==> src/rtl/uart_tx_core.sv <==
// uart_tx_core: UART transmit engine.
// Serialises a DATA_WIDTH-bit word as start, data, optional parity and one or
// two stop bits. The frame advances only on baud ticks; a new word can be
// accepted in the final stop bit so consecutive frames run back to back.
module uart_tx_core #(
    parameter int DATA_WIDTH = 8,
    parameter bit MSB_FIRST  = 1'b0
) (
    input  logic                  CLK,
    input  logic                  RST,
    input  logic                  tick,
    input  logic [DATA_WIDTH-1:0] P_DATA,
    input  logic                  Data_Valid,
    input  logic                  PAR_EN,
    input  logic                  PAR_TYP,
    input  logic                  STOP2,
    output logic                  TX_OUT,
    output logic                  busy,
    output logic                  Data_Ack
);

    localparam int               CNT_W    = $clog2(DATA_WIDTH);
    localparam logic [CNT_W-1:0] LAST_IDX = CNT_W'(DATA_WIDTH - 1);

    typedef enum logic [2:0] {
        ST_IDLE,
        ST_START,
        ST_DATA,
        ST_PARITY,
        ST_STOP1,
        ST_STOP2
    } state_t;

    state_t                r_state;
    logic [DATA_WIDTH-1:0] r_shift;
    logic [CNT_W-1:0]      r_bitCnt;
    logic                  r_parBit;
    logic                  r_parEn;
    logic                  r_stop2;
    logic                  r_txOut;
    logic                  r_busy;
    logic                  r_ack;

    logic                  w_finalStop;
    logic                  w_accept;
    logic                  w_curBit;
    logic [DATA_WIDTH-1:0] w_shiftNext;

    // Decide whether a request is taken this cycle and pick the next data bit.
    always_comb begin
        w_finalStop = (r_state == ST_STOP2) || ((r_state == ST_STOP1) && !r_stop2);
        w_accept    = Data_Valid && tick && ((r_state == ST_IDLE) || w_finalStop);
        if (MSB_FIRST) begin
            w_curBit    = r_shift[DATA_WIDTH-1];
            w_shiftNext = {r_shift[DATA_WIDTH-2:0], 1'b0};
        end else begin
            w_curBit    = r_shift[0];
            w_shiftNext = {1'b0, r_shift[DATA_WIDTH-1:1]};
        end
    end

    // Frame sequencer: state, shift register, bit counter and registered outputs.
    always_ff @(posedge CLK) begin
        if (RST) begin
            r_state  <= ST_IDLE;
            r_shift  <= '0;
            r_bitCnt <= '0;
            r_parBit <= 1'b0;
            r_parEn  <= 1'b0;
            r_stop2  <= 1'b0;
            r_txOut  <= 1'b1;
            r_busy   <= 1'b0;
            r_ack    <= 1'b0;
        end else begin
            r_ack <= 1'b0;
            if (w_accept) begin
                r_state  <= ST_START;
                r_shift  <= P_DATA;
                r_parBit <= (^P_DATA) ^ PAR_TYP;
                r_parEn  <= PAR_EN;
                r_stop2  <= STOP2;
                r_txOut  <= 1'b0;
                r_busy   <= 1'b1;
                r_ack    <= 1'b1;
            end else if (tick) begin
                case (r_state)
                    ST_IDLE: begin
                        r_txOut <= 1'b1;
                        r_busy  <= 1'b0;
                    end
                    ST_START: begin
                        r_state  <= ST_DATA;
                        r_bitCnt <= '0;
                        r_txOut  <= w_curBit;
                        r_shift  <= w_shiftNext;
                    end
                    ST_DATA: begin
                        if (r_bitCnt == LAST_IDX) begin
                            if (r_parEn) begin
                                r_state <= ST_PARITY;
                                r_txOut <= r_parBit;
                            end else begin
                                r_state <= ST_STOP1;
                                r_txOut <= 1'b1;
                            end
                        end else begin
                            r_bitCnt <= r_bitCnt + CNT_W'(1);
                            r_txOut  <= w_curBit;
                            r_shift  <= w_shiftNext;
                        end
                    end
                    ST_PARITY: begin
                        r_state <= ST_STOP1;
                        r_txOut <= 1'b1;
                    end
                    ST_STOP1: begin
                        if (r_stop2) begin
                            r_state <= ST_STOP2;
                            r_txOut <= 1'b1;
                        end else begin
                            r_state <= ST_IDLE;
                            r_txOut <= 1'b1;
                            r_busy  <= 1'b0;
                        end
                    end
                    ST_STOP2: begin
                        r_state <= ST_IDLE;
                        r_txOut <= 1'b1;
                        r_busy  <= 1'b0;
                    end
                    default: begin
                        r_state <= ST_IDLE;
                        r_txOut <= 1'b1;
                        r_busy  <= 1'b0;
                    end
                endcase
            end
        end
    end

    assign TX_OUT   = r_txOut;
    assign busy     = r_busy;
    assign Data_Ack = r_ack;

endmodule

==> config.mk <==
export PLATFORM = sky130hd
export DESIGN_NAME = uart_tx_core
export DESIGN_NICKNAME = d
export VERILOG_FILES = /design/src/rtl/uart_tx_core.sv
export SDC_FILE = /design/constraint.sdc
export NUM_CORES = 1
export LEC_CHECK = 0
export CAP_MARGIN = 40
export CORE_MARGIN = 3
export CORE_UTILIZATION = 51
export DETAILED_ROUTE_END_ITERATION = 10
export GPL_ROUTABILITY_DRIVEN = 0
export PLACE_DENSITY = 0.77
export SLEW_MARGIN = 20
export SYNTH_ARGS = -nofsm -noshare
export SYNTH_HDL_FRONTEND = slang
export SYNTH_SLANG_ARGS = --single-unit
export TNS_END_PERCENT = 10
==> constraint.sdc <==
create_clock -name CLK -period 2.5 [get_ports CLK]
set_input_delay 0.625 -clock CLK [delete_from_list [all_inputs] [get_ports CLK]]
set_output_delay 0.625 -clock CLK [all_outputs]
set_load 0.02 [all_outputs]
# Yosys cells after proc, flatten, opt, wreduce, memory -nomap -nowiden

Cells that the tools add are included.
Widths: inputs -> output; s select.

Flip-flop bits (word level): 20
Input port bits: 15
Output and inout bits: 3
Logic and storage cells: 67

Add/subtract/negate cells: 1
Eq/ne operators: 13
Mux-type cells: 22
Bitwise operators: 3
Reductions and logical operators: 18

Operators by type and width:

| kind                | count |
|---|---|
| $mux 8              | 3 |
| $pmux 8 s2          | 1 |
| $pmux 3 s5          | 1 |
| $mux 3              | 4 |
| $reduce_and 3->1    | 4 |
| $mux 1              | 10 |
| $eq 3x3->1 const B  | 3 |
| $ne 3x3->1 const B  | 3 |
| $reduce_xor 8->1    | 1 |
| $eq 3x2->1 const B  | 2 |
| $ne 2x2->1 const B  | 3 |
| $pmux 3 s2          | 1 |
| $pmux 1 s2          | 2 |
| $reduce_and 4->1    | 1 |
| $reduce_bool 2->1   | 2 |
| $add 3x1->3 const B | 1 |
| $eq 3x1->1 const B  | 1 |
| $logic_and 1x1->1   | 3 |
| $logic_not 3->1     | 1 |
| $reduce_bool 3->1   | 1 |
| $reduce_or 3->1     | 1 |
| $logic_or 1x1->1    | 2 |
| $ne 2x1->1 const B  | 1 |
| $not 1->1           | 2 |
| other kinds (3)     | 3 |

# Logic depth before layout (Yosys ltp)

Depth in word-level cells: 7
Depth in mapped cells: 7
Mapped depth without buffers: 6

# Worst setup path before layout

No wires, ideal clock.

Path kind: input -> register
Start point: input tick
End point: register r_parBit
Library setup time: 95 ps
Arrival: 1730 ps
Data required time: 2405 ps
Path slack: 674 ps
Cell stages on the path: 6
Path buffers: 2
Path through: buf_2 nand3b_1 a21o_1 buf_6 or4b_1 o311ai_1

Word-level cells in the longest chain between the ends: 2

Ends and longest elaborated chain:

| what                            | line | RTL |
|---|---|---|
| start: declaration              | 11   | `input logic tick,` |
| $logic_and 1x1->1 (2 in series) | 52   | `w_accept = Data_Valid && tick && ((r_state == ST_IDLE) \|\| w_finalStop);` |
| end signal: assignment          | 79   | `r_parBit <= (^P_DATA) ^ PAR_TYP;` |
| end: declaration                | 37   | `logic r_parBit;` |

Every way passes these cells.
A chain may end at the register's enable or synchronous reset.

# Worst setup path after layout

Start point: register r_bitCnt[0]
End point: register r_shift[4]

Word-level cells in the longest chain between the ends: 3

Ends and longest elaborated chain:

| what                              | line | RTL |
|---|---|---|
| start: declaration                | 36   | `logic [CNT_W-1:0] r_bitCnt;` |
| start signal: assignment          | 107  | `r_bitCnt <= r_bitCnt + CNT_W'(1);` |
| $eq 3x3->1                        | 98   | `if (r_bitCnt == LAST_IDX) begin` |
| $ne 3x3->1 (no source line)       | --   |  |
| $reduce_and 3->1 (no source line) | --   |  |
| end signal: assignment            | 95   | `r_shift <= w_shiftNext;` |
| end signal: assignment            | 109  | `r_shift <= w_shiftNext;` |
| end: declaration                  | 35   | `logic [DATA_WIDTH-1:0] r_shift;` |

Every way passes these cells.

==> report_table.html <==
<table>
<tr><th>Metric</th><th>Value</th></tr>
<tr><th colspan="2">Drt</th></tr>
<tr><td>Number of remaining DRC errors</td><td>0</td></tr>
<tr><td>Via count normalized by instance count</td><td>approximately 5.7</td></tr>
<tr><td>Length of the first detailed-routing pass in iterations</td><td>4</td></tr>
<tr><td>Sum of routed wire length over all layers</td><td>2190 um</td></tr>
<tr><td>Via count</td><td>~970</td></tr>
<tr><td>Detail Route Antenna Nets</td><td>0</td></tr>
<tr><td>Routed WL per cell</td><td>around 13 um</td></tr>
<tr><td>Initial DRC count</td><td>19</td></tr>
<tr><th colspan="2">Global route</th></tr>
<tr><td>Pin count of the biggest net entering global routing</td><td>22</td></tr>
<tr><td>Initial antenna violation count</td><td>0</td></tr>
<tr><td>Total Routing Usage GR</td><td>between 20 and 25%</td></tr>
<tr><td>Global-route wire length before repair</td><td>4060 um</td></tr>
<tr><td>Total overflow reported by the global router</td><td>0</td></tr>
<tr><td>Vias in the first global route</td><td>941</td></tr>
<tr><th colspan="2">Die</th></tr>
<tr><td>Initial core utilization</td><td>about 58%</td></tr>
<tr><td>Area of the die</td><td>0.00267 mm^2</td></tr>
<tr><td>Chip Width</td><td>51.7 um</td></tr>
<tr><td>CORE AREA</td><td>0.00184 mm^2</td></tr>
<tr><td>Std-Cell Rows</td><td>15</td></tr>
<tr><td>Y dimension of the die</td><td>about 52 um</td></tr>
<tr><td>I/O pin count</td><td>18</td></tr>
<tr><th colspan="2">Clocking</th></tr>
<tr><td>Hold buffers post-CTS</td><td>0</td></tr>
<tr><td>Insertion delay to the later sink of the worst-skew pair</td><td>0.30 ns</td></tr>
<tr><td>H-tree depth reported by CTS</td><td>1</td></tr>
<tr><td>Setup repair bufs after CTS</td><td>0</td></tr>
<tr><td>CTS Buf Count</td><td>3</td></tr>
<tr><td>Clock root buffer</td><td>clkbuf_4</td></tr>
<tr><td>Clock-pin slew reported for the worst setup and hold paths after clock tree synthesis</td><td>0.11 ns</td></tr>
<tr><td>Number of buffers on the longest clock path</td><td>2</td></tr>
<tr><td>Resized Gates After CTS</td><td>0</td></tr>
<tr><td>TritonCTS clock tree</td><td>built</td></tr>
<tr><td>Clock sink count</td><td>20</td></tr>
<tr><th colspan="2">Placed design</th></tr>
<tr><td># port buffers</td><td>17</td></tr>
<tr><td>Post-DP Area</td><td>0.00125 mm^2</td></tr>
<tr><td>DP Wirelength</td><td>1570 um</td></tr>
<tr><th colspan="2">Yosys</th></tr>
<tr><td>Ys async rst share</td><td>0%</td></tr>
<tr><td>Cell type with the largest total area after synthesis</td><td>dfxtp_1</td></tr>
<tr><td>Dominant cell by count in the synthesized netlist</td><td>nand2_1</td></tr>
<tr><td>Post-synthesis cell type count</td><td>36</td></tr>
<tr><td>Sequential element share of the synthesized area</td><td>37.6%</td></tr>
<tr><td>Net count of the mapped netlist</td><td>~150</td></tr>
<tr><td>Leading cell types by total area after synthesis</td><td>dfxtp_1 (38%), nand2_1 (7.4%), a21oi_1 (6.1%)</td></tr>
<tr><td>Proportion of netlist area held by the largest area contributor</td><td>a little under two fifths</td></tr>
<tr><td>Cell area after synthesis</td><td>~0.0011 mm^2</td></tr>
<tr><td>Cell count after synthesis</td><td>128</td></tr>
<tr><td>Number of flip-flops and latches in the synthesized netlist</td><td>20</td></tr>
<tr><td>Synthesis warning total</td><td>0</td></tr>
<tr><td>Per-instance average area after synthesis</td><td>8.33 um^2</td></tr>
<tr><td>Synth Flop Type</td><td>dfxtp_1</td></tr>
<tr><td>Most frequent cells after synthesis</td><td>nand2_1 (21), dfxtp_1 (20), a21oi_1 (13)</td></tr>
<tr><td>Number of enable flip-flop cells after synthesis</td><td>0</td></tr>
<tr><th colspan="2">Setup path</th></tr>
<tr><td>R2R cell count</td><td>6</td></tr>
<tr><td>Crit-path slowest cell</td><td>or3b_1</td></tr>
<tr><td>Largest incremental delay on the critical path</td><td>0.42 ns</td></tr>
<tr><td>Reg-to-reg slack, setup</td><td>0.54 ns</td></tr>
<tr><td>Worst Setup End Kind</td><td>register</td></tr>
<tr><td>Maximum fanout along the worst path</td><td>10</td></tr>
<tr><td>Reg-to-Reg Start</td><td>r_bitCnt[0]$_SDFFE_PP0P_</td></tr>
<tr><td>CP required</td><td>between 2 and 3 ns</td></tr>
<tr><td>Library cell appearing most often on the critical path</td><td>ha_1</td></tr>
<tr><td>Worst Path Class, Setup</td><td>register to register</td></tr>
<tr><td>Data arrival time of the critical path</td><td>around 2.2 ns</td></tr>
<tr><td>Crit Reg-Reg Endpoint</td><td>r_shift[4]$_SDFFE_PP0P_</td></tr>
<tr><td>Crit-path cells</td><td>ha_1, ha_1, or3b_1, a21oi_4, nand2_1, a311oi_1</td></tr>
<tr><td>Startpoint kind of the worst setup timing path</td><td>register</td></tr>
<tr><th colspan="2">Status</th></tr>
<tr><td>Run status</td><td>finished, final reports clean</td></tr>
<tr><th colspan="2">STA</th></tr>
<tr><td>Setup TNS</td><td>0 ns</td></tr>
<tr><td>Setup repair after global routing missed its margin</td><td>no</td></tr>
<tr><td>Number of hold violations in the final report</td><td>0</td></tr>
<tr><td>Peak clock frequency supported by timing</td><td>510 MHz</td></tr>
<tr><td>Number of endpoints failing setup at the final stage</td><td>0</td></tr>
<tr><td>Worst-margin pin slew</td><td>about 0.46 ns</td></tr>
<tr><td>Clock period minus final worst setup slack</td><td>a little under 2 ns</td></tr>
<tr><td>Final setup skew</td><td>0.00879 ns</td></tr>
<tr><td>Worst slew margin relative to its limit</td><td>approximately 69%</td></tr>
<tr><td>Pins Over Slew Limit</td><td>0</td></tr>
<tr><td>Period utilisation layout</td><td>78.4%</td></tr>
<tr><th colspan="2">Min path</th></tr>
<tr><td>Worst min-delay path endpoint</td><td>r_bitCnt[1]$_SDFFE_PP0P_</td></tr>
<tr><td>Hold_sp</td><td>r_bitCnt[1]$_SDFFE_PP0P_</td></tr>
<tr><td>Worst hold stages</td><td>2</td></tr>
<tr><td>Hold WC Path Type</td><td>register to register</td></tr>
<tr><th colspan="2">Final layout</th></tr>
<tr><td>Synth-to-layout area growth</td><td>20.3%</td></tr>
<tr><td>Area taken by multi-input logic gates</td><td>between 600 and 700 um^2</td></tr>
<tr><td>Share of layout cells above drive strength 1</td><td>approximately 6.3%</td></tr>
<tr><td># fillers</td><td>roughly 160</td></tr>
<tr><td>Number of diodes</td><td>0</td></tr>
<tr><td>Final cell area excluding filler cells</td><td>0.00128 mm^2</td></tr>
<tr><td>Area taken by flip-flops and latches</td><td>400 um^2</td></tr>
<tr><td>Final net count</td><td>162</td></tr>
<tr><th colspan="2">Pwr</th></tr>
<tr><td>Leakage dissipation</td><td>between 0.4 and 0.5 nW</td></tr>
<tr><td>PD cells</td><td>a little over 500 mW/mm^2</td></tr>
<tr><td>Worst vdd ir</td><td>~0.43 mV</td></tr>
<tr><th colspan="2">Flow run</th></tr>
<tr><td>Number of max-capacitance violations reported</td><td>0</td></tr>
</table>
## registers in the layout, summed over array words and instances, names as in the netlist
register	flops
r_shift	8
r_stop2	1
busy	1
Data_Ack	1
r_parEn	1
r_bitCnt	3
r_state	3
TX_OUT	1
r_parBit	1
## per-layer routing
layer,share of wire [%],GRT usage [%],wire length (um)
met1,53,27.5,1150
met2,42,30.9,910
met3,4.8,3.72,105
met4,0.78,7.86,17
met5,0,0,0
## per-stage QoR
step | power (W) | utilization, % | hold WS [ns] | std cells | worst slack, ns
floorplan | 0.000430 | - | 0.436 | 128 | 0.674
CTS | 0.000665 | 69.7 | 0.471 | 169 | 0.535
global placement | 0.000476 | 67.8 | 0.442 | 165 | 0.291
global route | 0.000690 | 69.7 | 0.509 | 169 | 0.398
finish | 0.000657 | 69.7 | 0.467 | 169 | 0.539
detailed placement | 0.000477 | 67.8 | 0.452 | 165 | 0.257
## where the power goes
group	leakage (nW)	switching, W	internal, W
Clock	0.0210	0.0000983	0.0000888
Sequential	0.163	0.0000132	0.000335
Combinational	0.272	0.0000564	0.0000648
## cell type report
type                       instances  share of cell area (%)
multi-input combinational         97                    47.3
sequential                        20                    31.2
timing repair buffer              21                    15.6
clock buffer                       4                    2.83
tap                               25                    2.44
inverter                           2                   0.585
## critical path, delay by kind of cell, from the launching register on
family | cells | cell delay, ns
flip-flops | 1 | 0.34
AND/OR/NAND/NOR | 2 | 0.51
AO/OA/AOI/OAI | 2 | 0.60
adder cells (fa/ha/maj) | 2 | 0.43
## how the worst max path moves through the flow
| stage | to | cells past startpoint | slack [ns] | from |
|---|---|---|---|---|
| CTS | r_shift[4]$_SDFFE_PP0P_ | 6 | 0.53 | r_bitCnt[0]$_SDFFE_PP0P_ |
| global placement | r_parBit$_SDFFE_PP0P_ | 5 | 0.29 | P_DATA[2] |
| detailed placement | r_parBit$_SDFFE_PP0P_ | 5 | 0.26 | P_DATA[2] |
| floorplan | r_parBit$_SDFFE_PP0P_ | 6 | 0.67 | tick |
| global route | r_shift[6]$_SDFFE_PP0P_ | 6 | 0.40 | r_bitCnt[0]$_SDFFE_PP0P_ |
| finish | r_shift[4]$_SDFFE_PP0P_ | 6 | 0.54 | r_bitCnt[0]$_SDFFE_PP0P_ |
## layout by cell type, fill, tap and decap left out, types with 3 or more instances in the layout
master,synthesis,routed
nand3_1,5,5
a22oi_1,3,3
buf_4,0,4
xnor2_1,3,3
nand3b_1,4,4
nand2b_1,5,5
clkdlybuf4s50_1,0,17
clkbuf_4,0,3
nand2_1,21,21
a311oi_1,4,4
a21o_1,3,3
a21oi_1,13,13
nor2_1,9,9
dfxtp_1,20,20
## logic make-up after synthesis
kind of cell / count (synthesis) / share of synthesized area [%]
and+or+nand+nor: 54 / 25.5
AOI/OAI and AO/OA: 35 / 22.9
DFF: 20 / 37.6
buffers and inverters: 11 / 5.52
xor gates and xnor gates: 6 / 6.22
adders and majority gates: 2 / 2.35
Note: power is estimated with default switching activity, not from simulation.
